## config.mk

```make
export PLATFORM = sky130hd
export DESIGN_NAME = fpga_cfg_loader_flat
export DESIGN_NICKNAME = d
export VERILOG_FILES = /design/src/rtl/fpga_cfg_loader_pkg.sv /design/src/rtl/fpga_cfg_loader_if.sv /design/src/rtl/fpga_cfg_loader_crc16.sv /design/src/rtl/fpga_cfg_loader.sv /design/src/flat_wrapper.sv
export SDC_FILE = /design/constraint.sdc
export NUM_CORES = 1
export LEC_CHECK = 0
export ABC_AREA = 1
export BUFFER_PORTS_ARGS = -buffer_cell sky130_fd_sc_hd__buf_4
export CORE_MARGIN = 1
export CORE_UTILIZATION = 50
export DETAILED_ROUTE_END_ITERATION = 16
export GPL_TIMING_DRIVEN = 0
export PLACE_DENSITY = 0.78
export SKIP_LAST_GASP = 1
export SLEW_MARGIN = 20
export SYNTH_ARGS = -nofsm -noshare
export SYNTH_HDL_FRONTEND = slang
export SYNTH_HIERARCHICAL = 1
export SYNTH_SLANG_ARGS = --single-unit
```

## constraint.sdc

```tcl
create_clock -name clk -period 4.6 [get_ports clk]
set_clock_uncertainty 0.1 [all_clocks]
set_input_delay 0.69 -clock clk [delete_from_list [all_inputs] [get_ports clk]]
set_output_delay 0.69 -clock clk [all_outputs]
set_load 0.01 [all_outputs]
```

## src/rtl/fpga_cfg_loader_pkg.sv

```systemverilog
// Shared types and constants for the configuration-chain loader.
package fpga_cfg_pkg;

    typedef enum logic [2:0] {
        ST_IDLE,
        ST_FETCH,
        ST_SHIFT_LO,
        ST_SHIFT_HI,
        ST_DONE
    } cfg_state_t;

    localparam logic [15:0] CRC_POLY = 16'h1021;
    localparam logic [15:0] CRC_INIT = 16'hFFFF;

    // One serial CRC-16-CCITT step, MSB-first, no reflection.
    function automatic logic [15:0] crc16_step(input logic [15:0] crc, input logic bit_in);
        return {crc[14:0], 1'b0} ^ ((crc[15] ^ bit_in) ? CRC_POLY : 16'h0000);
    endfunction

endpackage

```

## src/rtl/fpga_cfg_loader_if.sv

```systemverilog
// Byte-stream handshake carrying the bitstream into the loader.
interface fpga_cfg_loader_if;
    logic [7:0] s_data;
    logic       s_valid;
    logic       s_ready;

    modport master (output s_data, output s_valid, input s_ready);
    modport slave  (input s_data, input s_valid, output s_ready);
endinterface

```

## src/rtl/fpga_cfg_loader_crc16.sv

```systemverilog
// Serial CRC-16-CCITT accumulator with synchronous init.
// Latency: result visible the cycle after en; no backpressure.
// init wins over en; reset and init both load CRC_INIT.
module cfg_crc16
    import fpga_cfg_pkg::*;
(
    input  logic        clk,
    input  logic        reset,
    input  logic        init,
    input  logic        en,
    input  logic        bit_in,
    output logic [15:0] crc
);

    always_ff @(posedge clk) begin
        if (reset || init) begin
            crc <= CRC_INIT;
        end else if (en) begin
            crc <= crc16_step(crc, bit_in);
        end
    end

endmodule

```

## src/rtl/fpga_cfg_loader.sv

```systemverilog
// Serializes a byte-stream bitstream MSB-first onto the fabric config chain with a divided prog_clk.
// Latency: start -> busy 1 cycle; each bit 2*DIV cycles; each byte adds one FETCH cycle.
// Backpressure: s_ready only in FETCH; an absent s_valid parks the loader in FETCH with prog_clk low.
module fpga_cfg_loader
    import fpga_cfg_pkg::*;
#(
    parameter int CHAIN_LEN = 1024,
    parameter int DIV       = 4
) (
    input  logic             clk,
    input  logic             reset,
    input  logic             start,
    fpga_cfg_loader_if.slave bs,
    output logic             prog_clk,
    output logic             ccff_head,
    input  logic             ccff_tail,
    output logic             busy,
    output logic             done,
    output logic             fabric_hold,
    output logic [15:0]      head_crc,
    output logic [15:0]      tail_crc
);

    localparam int CNT_W = $clog2(CHAIN_LEN + 1);
    localparam int PH_W  = (DIV > 1) ? $clog2(DIV) : 1;
    localparam logic [CNT_W-1:0] LAST_BIT = CNT_W'(CHAIN_LEN - 1);
    localparam logic [PH_W-1:0]  LAST_PH  = PH_W'(DIV - 1);

    cfg_state_t       state, state_nxt;
    logic [PH_W-1:0]  phase;
    logic [CNT_W-1:0] bit_cnt;
    logic [2:0]       bit_idx;
    logic [7:0]       sreg;
    logic             phase_last;
    logic             crc_init, crc_en;
    logic             prog_clk_nxt, busy_nxt, done_nxt, hold_nxt;

    assign phase_last = (phase == LAST_PH);
    assign bs.s_ready = (state == ST_FETCH);
    assign ccff_head  = sreg[7];
    assign crc_init   = (state == ST_IDLE) && start;
    // Tail is sampled in the last low cycle, just before the fabric's shift edge.
    assign crc_en     = (state == ST_SHIFT_LO) && phase_last;

    always_ff @(posedge clk) begin
        if (reset) begin
            state <= ST_IDLE;
        end else begin
            state <= state_nxt;
        end
    end

    always_comb begin
        state_nxt = state;
        unique case (state)
            ST_IDLE:     if (start) state_nxt = ST_FETCH;
            ST_FETCH:    if (bs.s_valid) state_nxt = ST_SHIFT_LO;
            ST_SHIFT_LO: if (phase_last) state_nxt = ST_SHIFT_HI;
            ST_SHIFT_HI: begin
                if (phase_last) begin
                    if (bit_cnt == LAST_BIT)  state_nxt = ST_DONE;
                    else if (bit_idx == 3'd7) state_nxt = ST_FETCH;
                    else                      state_nxt = ST_SHIFT_LO;
                end
            end
            ST_DONE:     state_nxt = ST_IDLE;
            default:     state_nxt = ST_IDLE;
        endcase
    end

    // Outputs are decoded from the next state and registered alongside it.
    always_comb begin
        busy_nxt     = state_nxt inside {ST_FETCH, ST_SHIFT_LO, ST_SHIFT_HI};
        prog_clk_nxt = (state_nxt == ST_SHIFT_HI);
        done_nxt     = (state_nxt == ST_DONE);
        hold_nxt     = fabric_hold;
        if (busy_nxt) begin
            hold_nxt = 1'b1;
        end else if (done_nxt) begin
            hold_nxt = 1'b0;
        end
    end

    always_ff @(posedge clk) begin
        if (reset) begin
            phase       <= '0;
            bit_cnt     <= '0;
            bit_idx     <= '0;
            sreg        <= '0;
            prog_clk    <= 1'b0;
            busy        <= 1'b0;
            done        <= 1'b0;
            fabric_hold <= 1'b1;
        end else begin
            prog_clk    <= prog_clk_nxt;
            busy        <= busy_nxt;
            done        <= done_nxt;
            fabric_hold <= hold_nxt;

            if ((state == ST_SHIFT_LO || state == ST_SHIFT_HI) && !phase_last) begin
                phase <= phase + 1'b1;
            end else begin
                phase <= '0;
            end

            unique case (state)
                ST_IDLE: begin
                    if (start) bit_cnt <= '0;
                end
                ST_FETCH: begin
                    if (bs.s_valid) begin
                        sreg    <= bs.s_data;
                        bit_idx <= '0;
                    end
                end
                ST_SHIFT_HI: begin
                    if (phase_last) begin
                        bit_cnt <= bit_cnt + 1'b1;
                        bit_idx <= bit_idx + 1'b1;
                        // Head changes only on the falling prog_clk edge.
                        if (state_nxt == ST_SHIFT_LO) sreg <= {sreg[6:0], 1'b0};
                    end
                end
                default: ;
            endcase
        end
    end

    cfg_crc16 u_head_crc (
        .clk    (clk),
        .reset  (reset),
        .init   (crc_init),
        .en     (crc_en),
        .bit_in (ccff_head),
        .crc    (head_crc)
    );

    cfg_crc16 u_tail_crc (
        .clk    (clk),
        .reset  (reset),
        .init   (crc_init),
        .en     (crc_en),
        .bit_in (ccff_tail),
        .crc    (tail_crc)
    );

endmodule

```

## src/flat_wrapper.sv

```systemverilog
// flat-port wrapper written by rule: the top's interface ports become plain ports
module fpga_cfg_loader_flat import fpga_cfg_pkg::*;
#(
    parameter int CHAIN_LEN = 1024,
    parameter int DIV       = 4
)
  (clk, reset, start, prog_clk, ccff_head, ccff_tail, busy, done, fabric_hold, head_crc, tail_crc, bs_s_data, bs_s_valid, bs_s_ready);
  fpga_cfg_loader_if bs_i ();
  input  logic clk;
  input  logic reset;
  input  logic start;
  output logic prog_clk;
  output logic ccff_head;
  input  logic ccff_tail;
  output logic busy;
  output logic done;
  output logic fabric_hold;
  output logic [15:0] head_crc;
  output logic [15:0] tail_crc;
  input wire logic [$bits(bs_i.s_data)-1:0] bs_s_data;
  input wire logic [$bits(bs_i.s_valid)-1:0] bs_s_valid;
  output wire logic [$bits(bs_i.s_ready)-1:0] bs_s_ready;
  assign bs_i.s_data = bs_s_data;
  assign bs_i.s_valid = bs_s_valid;
  assign bs_s_ready = bs_i.s_ready;
  fpga_cfg_loader #(.CHAIN_LEN(CHAIN_LEN), .DIV(DIV)) u_core (.clk(clk), .reset(reset), .start(start), .bs(bs_i), .prog_clk(prog_clk), .ccff_head(ccff_head), .ccff_tail(ccff_tail), .busy(busy), .done(done), .fabric_hold(fabric_hold), .head_crc(head_crc), .tail_crc(tail_crc));
endmodule
```

==> results.md <==
- Status: finished clean
- IO buf count: 50
- Drt pass-1 iters: 4
- Slew headroom: 69.3%
- CTS root buf: clkbuf_8
- Crit-path max cell delay: 0.36 ns
- Worst EP required: 3.81 ns
- DP Area: 3430 µm²
- GRT overflow: 0
- Clk buf depth: 2
- Fin cells: 516
- Die Height: 79.0 µm
- Setup TNS Final: 0 ns
- Total leakage power: 1.67 nW
- Worst Tran Pin Value: 0.458 ns
- WP buf/inv: 2
- Crit path launch: u_core/state[2]
- Synthesized Nets: 395
- Most frequent cells after synthesis: nand2_1, dfxtp_1, inv_1
- Final setup vio count: 0
- Final GP Congestion: 0.832
- Place WS: 2.57 ns
- Pins Over Slew Limit: 0
- R2r worst-path depth: 11
- Fill count: 492
- Sequential element share of the synthesized area: 42.5%
- Area of the multi-input gates: 1420 µm²
- Die footprint: 6240 µm²
- Placeable Area: 5610 µm²
- Top-area cell type share of the netlist area: 42.5%
- CP Max Fanout: 4
- Latest clock arrival within the worst-skew pair: 0.34 ns
- Setup Fix Bufs, Post-CTS: 0
- Storage element area: 1260 µm²
- Yosys reg bits: 63
- Final WL: 5900 µm
- Fmax: 511 MHz
- Gr usage total: 20.7%
- Layout Nets: 456
- Num CTS Buffers: 9
- Endpoint class of the critical path: output port
- # IOs: 51
- Type of the tightest min-delay check: reg2reg
- CTS tree: done
- Crit share post-route: 42.5%
- Fin Hold WS: 0.327 ns
- Startpoint Class: flop
- Reg2reg start: u_core/bit_cnt[1]
- Share of layout cells above drive strength 1: 30.6%
- Yosys top cell by area: dfxtp_1
- Count of flip-flops with a built-in enable after synthesis: 0
- Largest net degree at the start of global routing: 11
- Asr flop ratio synth: 0%
- Hold Buf Count CTS: 0
- Critical Path AT: 1.17 ns
- CP Class: reg2out
- Tmin final: 1.96 ns
- DR DRC count: 0
- First DRT Iteration DRCs: 97
- Clock-pin slew on the worst setup and hold paths: 0.07 ns
- Synth top area cells: dfxtp_1, nand2_1, nand3_2, nand2_2, inv_1
- CP max stage cell: dfxtp_1
- Final WS setup: 2.64 ns
- Placed Cells: 500
- Worst reg2reg path endpoint: u_core/sreg[1]
- R2R setup slack: 2.68 ns
- Hpwl dp: 4310 µm
- Final hold vios: 0
- Die width: 79.0 µm
- CTS Sinks: 63
- Area growth from synthesis to layout: 23.3%
- RSZ-0062 raised after global routing: no
- Setup crit end: bs_s_ready
- H-Tree Depth: 3
- Max-Cap Viols: 0
- Cell Rows: 27
- Crit-path cells: nor2_2 > nand2_1 > inv_1 > buf_4
- Wire per inst: 11.4 µm
- Crit-path leading delay family: flip-flops
- Final total power: 1.21 mW
- Primary FF master, synth: dfxtp_1
- VDD IR max: 0.000200 V
- Library cells used by synthesis: 26
- Mapped Cells: 378
- Routed Antenna Nets: 0
- Routed vias/inst: 4.88
- Syn avg cell area: 7.84 µm²
- PD cells: 333 nW/µm²
- Post-layout util: 65.1%
- First-pass GRT wire length: 10100 µm
- Post-synthesis cell area: 2960 µm²
- Most frequent cell after synthesis: nand2_1
- Initial Util: 52.9%
- YS warnings: 6
- Final non-filler cell area: 3650 µm²
- Resized Gates After CTS: 0
- Vias in the first global route: 2331
- Levels on crit path: 4
- Number of diodes: 0
- Initial antenna violation count: 0
- Routed via count: 2516
## sequential cells by signal (all words and copies together), names as in the netlist
| signal | count |
|---|---|
| u_core/bit_cnt | 11 |
| u_core/bit_idx | 3 |
| u_core/busy | 1 |
| u_core/done | 1 |
| u_core/fabric_hold | 1 |
| u_core/phase | 2 |
| u_core/prog_clk | 1 |
| u_core/sreg | 8 |
| u_core/state | 3 |
| u_core/u_head_crc/crc | 16 |
| u_core/u_tail_crc/crc | 16 |
## worst min-delay path by stage
| stage | from | end | slack [ns] | depth (start not counted) |
|---|---|---|---|---|
| CTS | u_core/phase[0] | u_core/phase[0] | 0.33 | 1 |
| global placement | u_core/phase[0] | u_core/phase[0] | 0.31 | 1 |
| floorplan | u_core/phase[0] | u_core/phase[0] | 0.30 | 1 |
| finish | u_core/phase[0] | u_core/phase[0] | 0.33 | 1 |
| detailed placement | u_core/phase[0] | u_core/phase[0] | 0.32 | 1 |
| global route | u_core/phase[0] | u_core/phase[0] | 0.36 | 1 |
## power breakdown
| group | switching [mW] | leakage, nW | internal, mW |
|---|---|---|---|
| clock network | 0.204 | 0.114 | 0.334 |
| registers | 0.00692 | 0.511 | 0.558 |
| logic | 0.0687 | 1.05 | 0.0423 |
| total | 0.280 | 1.67 | 0.935 |
## cell families after synthesis
logic type               share of synthesized area, %
buffers and inverters                            9.67
flip-flops                                       42.5
AND/OR/NAND/NOR                                  38.8
XOR/XNOR                                        0.296
AO/OA/AOI/OAI                                    7.05
adder cells (fa/ha/maj)                          1.69
## per-layer routing
metal | wire length (µm) | vias up | global-route usage, %
li1 | - | 1327 | -
met1 | 2800 | 1123 | 25.3
met2 | 2730 | 54 | 33.4
met3 | 254 | 12 | 4.83
met4 | 114 | 0 | 11.3
met5 | 0 | - | 0
## final cells by class
class | count | area share [%]
well taps | 72 | 2.47
clock buffers | 13 | 4.35
clock inverters | 3 | 1.78
repair buffers | 50 | 10.3
flip-flops and latches | 63 | 34.5
plain buffers | 12 | 3.49
multi-input cells | 262 | 38.8
inverters | 41 | 4.35
## placed cells by master (no fill, tap or decap), drive strengths merged, types with 2 or more instances in the layout
master,instances
nand3b,4
o211ai,2
buf,60
nand2,119
nand3,48
o21ai,16
nor2,41
bufinv,2
inv,41
nor3,4
a21oi,19
ha,4
dfxtp,63
clkbuf,15
Note: power is estimated with default switching activity, not from simulation.
